==> config.mk <==
export PLATFORM = sky130hd
export DESIGN_NAME = lcd_frame_lock_ctrl
export DESIGN_NICKNAME = d
export VERILOG_FILES = /design/src/rtl/lcd2vga_pkg.sv /design/src/rtl/sync_interval_meter.sv /design/src/rtl/lcd_frame_lock_ctrl.sv
export SDC_FILE = /design/constraint.sdc
export NUM_CORES = 1
export LEC_CHECK = 0
export BUFFER_PORTS_ARGS = -buffer_cell sky130_fd_sc_hd__clkbuf_2
export CORE_MARGIN = 2
export CORE_UTILIZATION = 48
export CTS_BUF_LIST = sky130_fd_sc_hd__clkbuf_2 sky130_fd_sc_hd__clkbuf_4 sky130_fd_sc_hd__clkbuf_8
export CTS_CLUSTER_DIAMETER = 50
export DETAILED_ROUTE_END_ITERATION = 8
export PLACE_DENSITY = 0.66
export SETUP_SLACK_MARGIN = 0.1
export SYNTH_ARGS = -nofsm -noshare
export SYNTH_HDL_FRONTEND = slang
export SYNTH_SLANG_ARGS = --single-unit
export TNS_END_PERCENT = 50
==> constraint.sdc <==
create_clock -name iw_clk -period 6.14 [get_ports iw_clk]
set_clock_uncertainty 0.1 [all_clocks]
set_input_delay 0.307 -clock iw_clk [delete_from_list [all_inputs] [get_ports iw_clk]]
set_output_delay 0.307 -clock iw_clk [all_outputs]
set_load 0.05 [all_outputs]
==> src/rtl/lcd2vga_pkg.sv <==
// Shared definitions for the LCD->VGA bridge.
//   lock_state_t : lock FSM encoding, also driven on the status port
//   ivl_class_t  : classification of a sync-rise interval
//   VGA_*        : 640x480@60 timing, shared with the VGA timing generator
package lcd2vga_pkg;

    typedef enum logic [1:0] {
        ST_SEARCH = 2'd0,
        ST_VERIFY = 2'd1,
        ST_LOCKED = 2'd2,
        ST_HOLD   = 2'd3
    } lock_state_t;

    typedef enum logic [1:0] {
        CLS_BAD  = 2'd0,
        CLS_LINE = 2'd1,
        CLS_GAP  = 2'd2
    } ivl_class_t;

    localparam int unsigned VGA_H_ACTIVE = 640;
    localparam int unsigned VGA_H_FP     = 16;
    localparam int unsigned VGA_H_SYNC   = 96;
    localparam int unsigned VGA_H_BP     = 48;
    localparam int unsigned VGA_H_TOTAL  = 800;
    localparam int unsigned VGA_V_ACTIVE = 480;
    localparam int unsigned VGA_V_FP     = 10;
    localparam int unsigned VGA_V_SYNC   = 2;
    localparam int unsigned VGA_V_BP     = 33;
    localparam int unsigned VGA_V_TOTAL  = 525;

endpackage

==> src/rtl/sync_interval_meter.sv <==
// Measures the interval between rising edges of the LCD sync and classifies it.
//   iw_clk      : LCD pixel clock
//   iw_rst_n    : asynchronous active-low reset
//   iw_sync     : LCD composite sync, synchronous to iw_clk
//   ow_rise     : combinational, high in the cycle a sync rise is seen
//   ow_interval : saturating count of clocks since the previous rise (valid with ow_rise)
//   ow_class    : GAP / LINE / BAD classification of ow_interval
//   ow_timeout  : interval counter sits at TIMEOUT and no rise this cycle
module sync_interval_meter
    import lcd2vga_pkg::*;
#(
    parameter int unsigned CW          = 20,
    parameter int unsigned LINE_PERIOD = 800,
    parameter int unsigned LINE_TOL    = 4,
    parameter int unsigned GAP_MIN     = 1000,
    parameter int unsigned TIMEOUT     = 1048575
)(
    input  logic          iw_clk,
    input  logic          iw_rst_n,
    input  logic          iw_sync,
    output logic          ow_rise,
    output logic [CW-1:0] ow_interval,
    output ivl_class_t    ow_class,
    output logic          ow_timeout
);

    localparam logic [CW-1:0] ICNT_MAX = '1;
    localparam int unsigned   LINE_LO  = (LINE_PERIOD > LINE_TOL) ? LINE_PERIOD - LINE_TOL : 0;
    localparam int unsigned   LINE_HI  = LINE_PERIOD + LINE_TOL;

    logic          sync_q;
    logic [CW-1:0] icnt;

    assign ow_rise     = iw_sync & ~sync_q;
    assign ow_interval = icnt;
    // A rise in the timeout cycle reloads icnt, so it suppresses the timeout.
    assign ow_timeout  = (icnt == CW'(TIMEOUT)) && !ow_rise;

    always_comb begin
        ow_class = CLS_BAD;
        if (32'(icnt) >= GAP_MIN)
            ow_class = CLS_GAP;
        else if ((32'(icnt) >= LINE_LO) && (32'(icnt) <= LINE_HI))
            ow_class = CLS_LINE;
    end

    always_ff @(posedge iw_clk or negedge iw_rst_n) begin
        if (!iw_rst_n) begin
            sync_q <= 1'b0;
            icnt   <= '0;
        end else begin
            sync_q <= iw_sync;
            if (ow_rise)
                icnt <= CW'(1);
            else if (icnt != ICNT_MAX)
                icnt <= icnt + 1'b1;
        end
    end

endmodule

==> src/rtl/lcd_frame_lock_ctrl.sv <==
// Frame-lock sequencer for the LCD->VGA timing generator.
//   iw_clk         : LCD pixel clock (only clock)
//   iw_rst_n       : asynchronous active-low reset
//   iw_sync        : LCD composite sync
//   ow_tg_restart  : 1-cycle pulse after every frame-start (GAP) rise
//   ow_tg_enable   : high in LOCKED/HOLD
//   ow_locked      : high in LOCKED
//   ow_lock_lost   : 1-cycle pulse on LOCKED/HOLD -> SEARCH
//   ow_state       : 0 SEARCH, 1 VERIFY, 2 LOCKED, 3 HOLD
//   ow_line_period : interval of the last LINE rise
//   ow_frame_lines : line count of the last completed frame
module lcd_frame_lock_ctrl
    import lcd2vga_pkg::*;
#(
    parameter int unsigned CW              = 20,
    parameter int unsigned LINE_PERIOD     = VGA_H_TOTAL,
    parameter int unsigned LINE_TOL        = 4,
    parameter int unsigned GAP_MIN         = 1000,
    parameter int unsigned LINES_PER_FRAME = VGA_V_ACTIVE,
    parameter int unsigned LOCK_FRAMES     = 3,
    parameter int unsigned MISS_FRAMES     = 2,
    parameter int unsigned TIMEOUT         = 1048575
)(
    input  logic        iw_clk,
    input  logic        iw_rst_n,
    input  logic        iw_sync,
    output logic        ow_tg_restart,
    output logic        ow_tg_enable,
    output logic        ow_locked,
    output logic        ow_lock_lost,
    output logic [1:0]  ow_state,
    output logic [11:0] ow_line_period,
    output logic [9:0]  ow_frame_lines
);

    logic          rise;
    logic [CW-1:0] interval;
    ivl_class_t    ivl_class;
    logic          timeout;

    sync_interval_meter #(
        .CW          (CW),
        .LINE_PERIOD (LINE_PERIOD),
        .LINE_TOL    (LINE_TOL),
        .GAP_MIN     (GAP_MIN),
        .TIMEOUT     (TIMEOUT)
    ) u_meter (
        .iw_clk      (iw_clk),
        .iw_rst_n    (iw_rst_n),
        .iw_sync     (iw_sync),
        .ow_rise     (rise),
        .ow_interval (interval),
        .ow_class    (ivl_class),
        .ow_timeout  (timeout)
    );

    lock_state_t state, state_n;
    logic [7:0]  good_cnt, good_n;
    logic [7:0]  miss_cnt, miss_n;
    logic        lost_n;
    logic [9:0]  lcnt;
    logic        bad_seen;
    logic        gap_rise, line_rise, bad_rise, frame_good;

    assign gap_rise   = rise && (ivl_class == CLS_GAP);
    assign line_rise  = rise && (ivl_class == CLS_LINE);
    assign bad_rise   = rise && (ivl_class == CLS_BAD);
    assign frame_good = (lcnt == 10'(LINES_PER_FRAME)) && !bad_seen;
    assign ow_state   = state;

    always_comb begin
        state_n = state;
        good_n  = good_cnt;
        miss_n  = miss_cnt;
        lost_n  = 1'b0;
        if (timeout) begin
            state_n = ST_SEARCH;
            lost_n  = (state == ST_LOCKED) || (state == ST_HOLD);
        end else if (gap_rise) begin
            case (state)
                ST_SEARCH: begin
                    state_n = ST_VERIFY;
                    good_n  = '0;
                end
                ST_VERIFY: begin
                    if (frame_good) begin
                        good_n = good_cnt + 8'd1;
                        if (good_cnt + 8'd1 == 8'(LOCK_FRAMES)) begin
                            state_n = ST_LOCKED;
                            miss_n  = '0;
                        end
                    end else begin
                        good_n = '0;
                    end
                end
                ST_LOCKED: begin
                    if (frame_good) begin
                        miss_n = '0;
                    end else begin
                        miss_n = 8'd1;
                        if (MISS_FRAMES == 1) begin
                            state_n = ST_SEARCH;
                            lost_n  = 1'b1;
                        end else begin
                            state_n = ST_HOLD;
                        end
                    end
                end
                ST_HOLD: begin
                    if (frame_good) begin
                        state_n = ST_LOCKED;
                        miss_n  = '0;
                    end else begin
                        miss_n = miss_cnt + 8'd1;
                        if (miss_cnt + 8'd1 == 8'(MISS_FRAMES)) begin
                            state_n = ST_SEARCH;
                            lost_n  = 1'b1;
                        end
                    end
                end
                default: state_n = ST_SEARCH;
            endcase
        end
    end

    always_ff @(posedge iw_clk or negedge iw_rst_n) begin
        if (!iw_rst_n) begin
            state          <= ST_SEARCH;
            good_cnt       <= '0;
            miss_cnt       <= '0;
            lcnt           <= '0;
            bad_seen       <= 1'b0;
            ow_tg_restart  <= 1'b0;
            ow_tg_enable   <= 1'b0;
            ow_locked      <= 1'b0;
            ow_lock_lost   <= 1'b0;
            ow_line_period <= '0;
            ow_frame_lines <= '0;
        end else begin
            state         <= state_n;
            good_cnt      <= good_n;
            miss_cnt      <= miss_n;
            ow_lock_lost  <= lost_n;
            ow_locked     <= (state_n == ST_LOCKED);
            ow_tg_enable  <= (state_n == ST_LOCKED) || (state_n == ST_HOLD);
            ow_tg_restart <= gap_rise;
            if (gap_rise) begin
                ow_frame_lines <= lcnt;
                lcnt           <= 10'd1;
                bad_seen       <= 1'b0;
            end else if (line_rise) begin
                if (lcnt != '1)
                    lcnt <= lcnt + 10'd1;
                ow_line_period <= 12'(interval);
            end else if (bad_rise) begin
                bad_seen <= 1'b1;
            end
        end
    end

endmodule

==> impl_metrics.json, run 1 <==
{
  "via_per_inst": 5.57,
  "core-area_um2": 7770,
  "dr.max_layer_used": "met4",
  "fp.dieH_um": 93.6,
  "max_cap_viol_count": 0,
  "ir_drop_v": 0.000129,
  "synth_area_leader_cell": "dfrtp_1",
  "post-route-util_pct": 55.1,
  "io-pin-count": 31,
  "antenna_cells": 0,
  "syn-cell-area_um2": 3850,
  "antenna_left": 0,
  "clk_latency_ns": 0.35,
  "tns_ns": 0,
  "synth_nets": 401,
  "violations": "negative hold slack",
  "gr-total-overflow": 0,
  "first_iter_violations": 169,
  "cp_max_fo": 21,
  "wl_met3_um": 253,
  "fmax_ghz": 0.333,
  "power_density_nw_per_um2": 248,
  "power_leakage_uw": 0.00198,
  "tritoncts": "built",
  "grt_pass1_wl_um": 13200,
  "grt_pass1_vias": 2776,
  "wire_per_inst_um": 14.6,
  "holdWs_ns": -0.0276,
  "path_class": "reg2reg",
  "hp-class": "in2async",
  "wirelength_um": 7610,
  "antenna_found_initial": 0,
  "clkTransAtPathRegs_ns": 0.09,
  "synth-seq-cells": 76,
  "port_buffers": 30,
  "synth_ff_type": "dfrtp_1",
  "dr_wl_met2_um": 3510,
  "status": "finished with violations",
  "nets": 426,
  "synth.area.top_cells": "dfrtp_1 (49%), nand2_1 (5.1%), nor2_1 (3.9%)",
  "post_cts_resized": 0,
  "hpwl_um": 5150,
  "synth_top_area_share_pct": 49.4,
  "start_util_pct": 49.6,
  "synth_cells": 390,
  "area_growth_pct": 11.1,
  "cts_buffer_depth": 2,
  "cp.arrival_ns": 3.18,
  "post_route_cells_drive_above_1_share_pct": 16.2,
  "yosys_warnings": 0,
  "worst_pin_slew_ns": 1.03,
  "gp_congestion": 0.790,
  "rsz0062_at_grt": "no",
  "slew_violations": 0,
  "critPathRequiredTime_ns": 6.31,
  "synth_cell_types": 56,
  "wl_met1_um": 3740,
  "critPathLaunchType": "register",
  "cts_root_buf": "clkbuf_8",
  "grt_usage_pct": 19.1,
  "post-synth-top-count-cell": "dfrtp_1",
  "firstDrtPassIters": 4,
  "synth_seq_area_share_pct": 49.4,
  "clkSinkCount": 76,
  "h-tree-depth": 3,
  "synth_edf_count": 0,
  "finalHoldViolations": 16,
  "finalCriticalPeriod_ns": 3.01,
  "async_flop_share_pct": 100,
  "rows": 32,
  "dieArea_um2": 8760,
  "synth.avg_cell_area_um2": 9.87,
  "cts_buffers": 9,
  "finalCritPeriodShare_pct": 49.0,
  "route.detailed.drc": 0,
  "vias": 2906,
  "ys_top_cells_by_count": "dfrtp_1 (76), nand2_1 (52), nor2_1 (40), xor2_1 (17), nand3_1 (16)",
  "end_kind": "register",
  "die_x_um": 93.6,
  "setup_viol_count_final": 0,
  "grt_start_max_net_pins": 77,
  "maxSlewHeadroom_pct": 30.8
}
-- repair_timing --
action / CTS / global route
setup endpoints to repair: 0 / 0
endpoints found under the hold margin: 1 / 0
hold buffers: 1 / 0
setup buffers: 0 / 0
-- layer usage --
metal  vias to the layer above  global-route usage, %
met5                         -                      0
met4                         0                   6.04
met3                        12                   5.00
met2                        42                   29.9
met1                      1430                   26.1
li1                       1422                      -
-- worst max-delay path, cell delays in order, from the launching register on --
cell and delay, ns:
dfrtp_1 0.42, nor4_2 0.39, o2111ai_2 0.24, nor4_4 0.93
nand4_1 0.31, or3_1 0.39, a21oi_1 0.14
-- final timing paths --
kind / cells past startpoint / slack, ns / startpoint / endpoint
max: 6 / 3.13 / u_meter.ow_interval[18]$_DFFE_PN0N_ / lcnt[7]$_DFFE_PN0P_
min: 1 / -0.03 / iw_rst_n / miss_cnt[2]$_DFFE_PN0P_
max reg2reg: 6 / 3.13 / u_meter.ow_interval[18]$_DFFE_PN0N_ / lcnt[7]$_DFFE_PN0P_
min reg2reg: 2 / 0.38 / ow_frame_lines[4]$_DFFE_PN0N_ / ow_frame_lines[4]$_DFFE_PN0N_
max in group asynchronous: 1 / 5.32 / iw_rst_n / ow_frame_lines[1]$_DFFE_PN0N_
min in group iw_clk: 2 / 0.38 / ow_frame_lines[4]$_DFFE_PN0N_ / ow_frame_lines[4]$_DFFE_PN0N_
-- sequential cells by signal (all words and copies together) (netlist names) --
register             flops
ow_line_period          12
ow_tg_enable             1
bad_seen                 1
ow_state                 2
ow_frame_lines          10
ow_locked                1
u_meter.ow_interval     20
u_meter.sync_q           1
ow_tg_restart            1
ow_lock_lost             1
good_cnt                 8
lcnt                    10
miss_cnt                 8
-- area by class of cell --
cell class	count	area (um2)
fillers	722	3490
flip-flops and latches	76	1900
multi-input cells	288	1830
repair buffers	32	170
well taps	102	128
clock buffers	9	124
clock inverters	7	98.8
inverters	8	30.0
-- where the power goes --
part           internal (uW)  switching, uW
registers                518           28.4
clock network            231            197
logic                   25.2           63.0
total                    774            288
-- per-stage QoR --
| stage | std cells | power [uW] | worst slack [ns] | area, um2 |
|---|---|---|---|---|
| global placement | 505 | 642 | 3.22 | 4050 |
| floorplan | 390 | 613 | 3.89 | 3850 |
| CTS | 522 | 1070 | 3.10 | 4280 |
| global route | 522 | 1110 | 2.83 | 4280 |
| detailed placement | 505 | 644 | 3.14 | 4050 |
| finish | 522 | 1060 | 3.13 | 4280 |
-- cell usage in the layout (no fill, tap or decap), types with 7 or more instances in the layout --
master and n:
xor2_1 17, nand3_1 16, o21ai_0 15, ha_1 8, nor2_1 40, nand4_1 15
a21oi_1 8, clkbuf_8 9, xnor2_1 10, clkbuf_2 29, dfrtp_1 76, inv_1 7
and3_1 12, nand2_1 52
-- cells by family (layout without fill, tap and decap cells) --
kind of cell / Yosys count / in the layout / share of synthesized area (%)
AND/OR/NAND/NOR: 185 / 185 / 25.6
flip-flops: 76 / 76 / 49.4
AO/OA/AOI/OAI: 59 / 59 / 10.6
XOR/XNOR: 27 / 27 / 6.14
buffers and inverters: 26 / 56 / 3.15
multiplexers: 9 / 9 / 2.57
adder cells (fa/ha/maj): 8 / 8 / 2.60
Power figures use the tool's default switching activity.
==> inputs of run 2 (changes only) <==
Clock period 6.14 ns to 2.8 ns, I/O delays scaled along.
==> run 2 against run 1 <==
Effect of this change:
- the flow now finishes without violations
- clock-buffer cell count is the same
- register-to-register slack lost 2.8 ns
- sequential power grew 120%
- combinational power grew 120%
- utilization grew 0.29 points
- non-clock buffer count grew 6
==> impl_metrics.json, run 2 (synthesis results as in run 1) <==
{
  "path_class": "reg2reg",
  "ir_drop_v": 0.000327,
  "finalCriticalPeriod_ns": 2.48,
  "grt_usage_pct": 18.6,
  "layout_commonest_cell": "dfrtp_1",
  "gp_congestion": 0.899,
  "clkPwrFrac_pct": 35.7,
  "via_per_inst": 5.53,
  "worst_pin_slew_ns": 0.937,
  "hp-class": "in2async",
  "antenna_left": 0,
  "finalHoldViolations": 0,
  "power_leakage_uw": 0.00199,
  "p_sw_uw": 640,
  "design_area_um2": 4300,
  "fill_cells": 735,
  "cts_root_buf": "clkbuf_8",
  "antenna_cells": 0,
  "largest_register_ffs": 20,
  "fp.dieH_um": 93.6,
  "route.detailed.drc": 0,
  "start_util_pct": 49.6,
  "gr-total-overflow": 0,
  "grt_start_max_net_pins": 77,
  "io-pin-count": 31,
  "cts_buffers": 9,
  "hpwl_um": 5220,
  "antenna_found_initial": 0,
  "dieArea_um2": 8760,
  "placed_area_um2": 4090,
  "p_comb_share_pct": 9.0,
  "switching_share_pct": 29.6,
  "power_density_nw_per_um2": 503,
  "post_route_cells_drive_above_1_share_pct": 17.4,
  "first_iter_violations": 139,
  "wirelength_um": 7480,
  "maxSlewHeadroom_pct": 37.5,
  "cp.arrival_ns": 2.62,
  "nets": 432,
  "firstDrtPassIters": 4,
  "slew_violations": 0,
  "finalCritPeriodShare_pct": 88.7,
  "area_growth_pct": 11.7,
  "grt_pass1_wl_um": 12800,
  "rsz0062_at_grt": "no",
  "die_x_um": 93.6,
  "status": "complete, no violations",
  "seq_area_um2": 1900,
  "final_cell_mix": "dfrtp_1 (76), nand2_1 (52), nor2_1 (40)",
  "clk_latency_ns": 0.35,
  "critPathLaunchType": "register",
  "tns_ns": 0,
  "cp_max_fo": 7,
  "core-area_um2": 7770,
  "setup_viol_count_final": 0,
  "holdWs_ns": 0.344,
  "multi_input_area_um2": 1840,
  "cts_buffer_depth": 2,
  "wire_per_inst_um": 14.2,
  "fmax_ghz": 0.403,
  "grt_pass1_vias": 2699,
  "critPathRequiredTime_ns": 2.93,
  "tritoncts": "built",
  "clkTransAtPathRegs_ns": 0.08,
  "port_buffers": 30,
  "seqPwrFrac_pct": 55.3,
  "max_cap_viol_count": 0,
  "post-cts-setup-buffers": 0,
  "clkSinkCount": 76,
  "h-tree-depth": 3,
  "vias": 2920,
  "end_kind": "register",
  "rows": 32,
  "power.internal_uw": 1520
}
## run 2: path summary, 6_finish.rpt
| kind | endpoint | start | slack, ns | cells after the start |
|---|---|---|---|---|
| worst min-delay path | miss_cnt[4]$_DFFE_PN0P_ | iw_rst_n | 0.34 | 2 |
| worst max register to register | miss_cnt[2]$_DFFE_PN0P_ | good_cnt[0]$_DFFE_PN0P_ | 0.32 | 7 |
| worst min register to register | ow_frame_lines[8]$_DFFE_PN0N_ | ow_frame_lines[8]$_DFFE_PN0N_ | 0.38 | 2 |
| worst max-delay path | miss_cnt[2]$_DFFE_PN0P_ | good_cnt[0]$_DFFE_PN0P_ | 0.32 | 7 |
| min in group iw_clk | u_meter.sync_q$_DFF_PN0_ | iw_sync | 0.37 | 2 |
| max in group asynchronous | u_meter.ow_interval[11]$_DFFE_PN0N_ | iw_rst_n | 1.62 | 2 |
## run 2: final cells by class
| type | count | share of cell area, % |
|---|---|---|
| Multi-Input combinational cell | 288 | 42.8 |
| Clock inverter | 7 | 1.37 |
| Timing Repair Buffer | 38 | 5.06 |
| Clock buffer | 9 | 2.88 |
| Inverter | 8 | 0.698 |
| Tap cell | 102 | 2.97 |
| Sequential cell | 76 | 44.2 |
## run 2: repair_timing
| item | CTS | global route |
|---|---|---|
| endpoints found under the setup margin | 0 | 1 |
| endpoints found under the hold margin | 77 | 0 |
| hold buffers | 2 | 0 |
| gates resized for setup | 0 | 2 |
## run 2: worst max-delay path: stages (launching register included)
cell and delay, ns:
dfrtp_1 0.44, ha_1 0.29, and4_1 0.20, a211oi_1 0.26
a31oi_1 0.11, nor4_4 0.38, o21ai_1 0.20, a221o_1 0.38
## run 2: per-layer routing
metal	GRT usage, %	share of wire, %	vias to the layer above
met1	25.6	48	1411
met4	7.49	1.2	0
li1	-	-	1438
met5	0	0	-
met3	4.59	3.8	11
met2	28.3	47	60
## run 2: stage by stage
stage	power (uW)	instances	worst slack (ns)	util [%]
final	2160	528	0.317	55.4
after global routing	2270	528	0.209	55.4
after CTS	2200	528	0.210	55.2
after detailed placement	1410	510	0.239	52.6
after global placement	1410	510	0.353	52.6
after floorplan	1340	390	0.553	-
## run 2: power groups by stage
stage	logic [uW]	registers (uW)	clock network, uW
after global routing	221	1210	847
final	195	1200	774
after CTS	199	1200	800
after global placement	192	1220	0
after floorplan	98.5	1250	0
after detailed placement	195	1220	0
==> inputs of run 3 (changes only) <==
Settings changed: CORE_ASPECT_RATIO set to 0.75, TNS_END_PERCENT 50 to 5.
==> run 3 against run 2 <==
Effect of this change:
- clock power is 24% higher
- sequential share of layout area is 0.62 points lower
- global-route usage is 1.4 points higher
- worst setup slack improved by 0.026 ns
- combinational power hardly changed
- first-iteration DRC count down 7.9%
- utilization grew 0.22 points
- clock-buffer cell count grew 1
- total power increased by 9.0%
- final cell count increased by 0.95%
- sequential power about the same
- die area hardly changed
- critical endpoint unchanged
- largest cell class unchanged
==> impl_metrics.json, run 3 (synthesis results as in run 1) <==
{
  "tritoncts": "built",
  "post-cts-setup-buffers": 0,
  "vias": 2922,
  "fp.dieH_um": 81.6,
  "antenna_cells": 0,
  "crit_slowest_cell": "dfrtp_1",
  "cp_max_fo": 5,
  "power_density_nw_per_um2": 541,
  "critical_path.max_stage_delay_ns": 0.39,
  "setup_viol_count_final": 0,
  "power.internal_uw": 1730,
  "reg2reg_slack_ns": 0.34,
  "p_comb_share_pct": 8.3,
  "start_util_pct": 49.1,
  "p_sw_uw": 633,
  "critPathLaunchType": "register",
  "placedCellCount": 515,
  "gp_congestion": 0.855,
  "fill_cells": 717,
  "area_growth_pct": 13.3,
  "power_leakage_uw": 0.00202,
  "switching_share_pct": 26.8,
  "rows": 28,
  "nets": 434,
  "final_cell_mix": "dfrtp_1 (76), nand2_1 (52), nor2_1 (40)",
  "instances_no_fill": 533,
  "io-pin-count": 31,
  "ir_drop_v": 0.000309,
  "gr-total-overflow": 0,
  "layout_commonest_cell": "dfrtp_1",
  "wirelength_um": 7880,
  "antenna_found_initial": 0,
  "cts_buffer_depth": 2,
  "finalCriticalPeriod_ns": 2.46,
  "fmax_ghz": 0.407,
  "clkSinkCount": 76,
  "antenna_left": 0,
  "tns_ns": 0,
  "grt_pass1_vias": 2826,
  "holdWs_ns": 0.366,
  "cp_cell_sequence": "inv_1, ha_1, nor4bb_1, nand4_1, nor4_4, o21ai_1, a221o_1",
  "grt_start_max_net_pins": 77,
  "worst_pin_slew_ns": 0.967,
  "h-tree-depth": 3,
  "rsz0062_at_grt": "no",
  "firstDrtPassIters": 4,
  "die_x_um": 107,
  "dieArea_um2": 8760,
  "slew_violations": 0,
  "via_per_inst": 5.48,
  "core-area_um2": 7850,
  "first_iter_violations": 128,
  "clk_latency_ns": 0.35,
  "status": "complete, no violations",
  "hpwl_um": 5390,
  "grt_pass1_wl_um": 13800,
  "port_buffers": 30,
  "cts_buffers": 9,
  "seqPwrFrac_pct": 51.0,
  "hp-class": "in2reg",
  "wire_per_inst_um": 14.8,
  "cts_root_buf": "clkbuf_8",
  "critPathRequiredTime_ns": 2.93,
  "cp.arrival_ns": 2.59,
  "grt_usage_pct": 20.0,
  "finalHoldViolations": 0,
  "post_route_cells_drive_above_1_share_pct": 17.5,
  "route.detailed.drc": 0,
  "clkTransAtPathRegs_ns": 0.09,
  "clkPwrFrac_pct": 40.7,
  "end_kind": "register",
  "largest_register_ffs": 20,
  "finalCritPeriodShare_pct": 87.7,
  "path_class": "reg2reg",
  "max_cap_viol_count": 0,
  "maxSlewHeadroom_pct": 35.6
}
[run 3: final timing paths]
path / from / endpoint / depth (start not counted)
setup / recovery: lcnt[0]$_DFFE_PN0P_ / miss_cnt[2]$_DFFE_PN0P_ / 7
hold / removal: iw_sync / u_meter.sync_q$_DFF_PN0_ / 2
setup reg to reg: lcnt[0]$_DFFE_PN0P_ / miss_cnt[2]$_DFFE_PN0P_ / 7
hold reg to reg: ow_frame_lines[8]$_DFFE_PN0N_ / ow_frame_lines[8]$_DFFE_PN0N_ / 2
max in group asynchronous: iw_rst_n / good_cnt[1]$_DFFE_PN0P_ / 2
min in group asynchronous: iw_rst_n / ow_line_period[7]$_DFFE_PN0P_ / 2
[run 3: worst max-delay path, delay by kind of cell (launching register included)]
family / cells / cell delay (ns)
AO/OA/AOI/OAI: 2 / 0.58
adder cells (fa/ha/maj): 1 / 0.15
buffers and inverters: 1 / 0.13
flip-flops: 1 / 0.39
AND/OR/NAND/NOR: 3 / 0.98
[run 3: area by class of cell]
cell class | instances | area (um2) | area share (%)
Timing Repair Buffer | 40 | 233 | 5.33
Clock inverter | 6 | 93.8 | 2.15
Clock buffer | 10 | 138 | 3.15
Sequential cell | 76 | 1900 | 43.6
Multi-Input combinational cell | 288 | 1840 | 42.1
Inverter | 8 | 30.0 | 0.688
Tap cell | 105 | 131 | 3.01
[run 3: stage by stage]
step                setup slack [ns]  util (%)  cell area [um2]  total power, uW
floorplan                      0.553         -             3850             1340
global placement               0.385      52.3             4100             1410
detailed placement             0.285      52.3             4100             1420
CTS                            0.261      55.5             4360             2390
global route                   0.113      55.6             4360             2470
finish                         0.343      55.6             4360             2360
[run 3: power by group through the flow]
stage	Clock, uW	Sequential, uW	Combinational [uW]
finish	961	1200	197
detailed placement	0	1220	196
CTS	989	1200	200
floorplan	0	1250	98.5
global route	1030	1210	222
global placement	0	1220	192
[run 3: per-layer routing]
layer / GRT usage [%] / vias to the layer above / share of wire (%) / wire length, um
met5: 0 / - / 0 / 0
met4: 6.03 / 0 / 0.42 / 33
met3: 4.44 / 4 / 4.2 / 329
met2: 29.7 / 49 / 44 / 3460
met1: 29.5 / 1428 / 52 / 4060
li1: - / 1441 / - / -
[run 3: what timing repair did]
item                                   in CTS  in global routing
endpoints found under the hold margin      77                  0
setup endpoints to repair                   0                  1
hold buffers                                2                  0
gates resized for setup                     0                  1
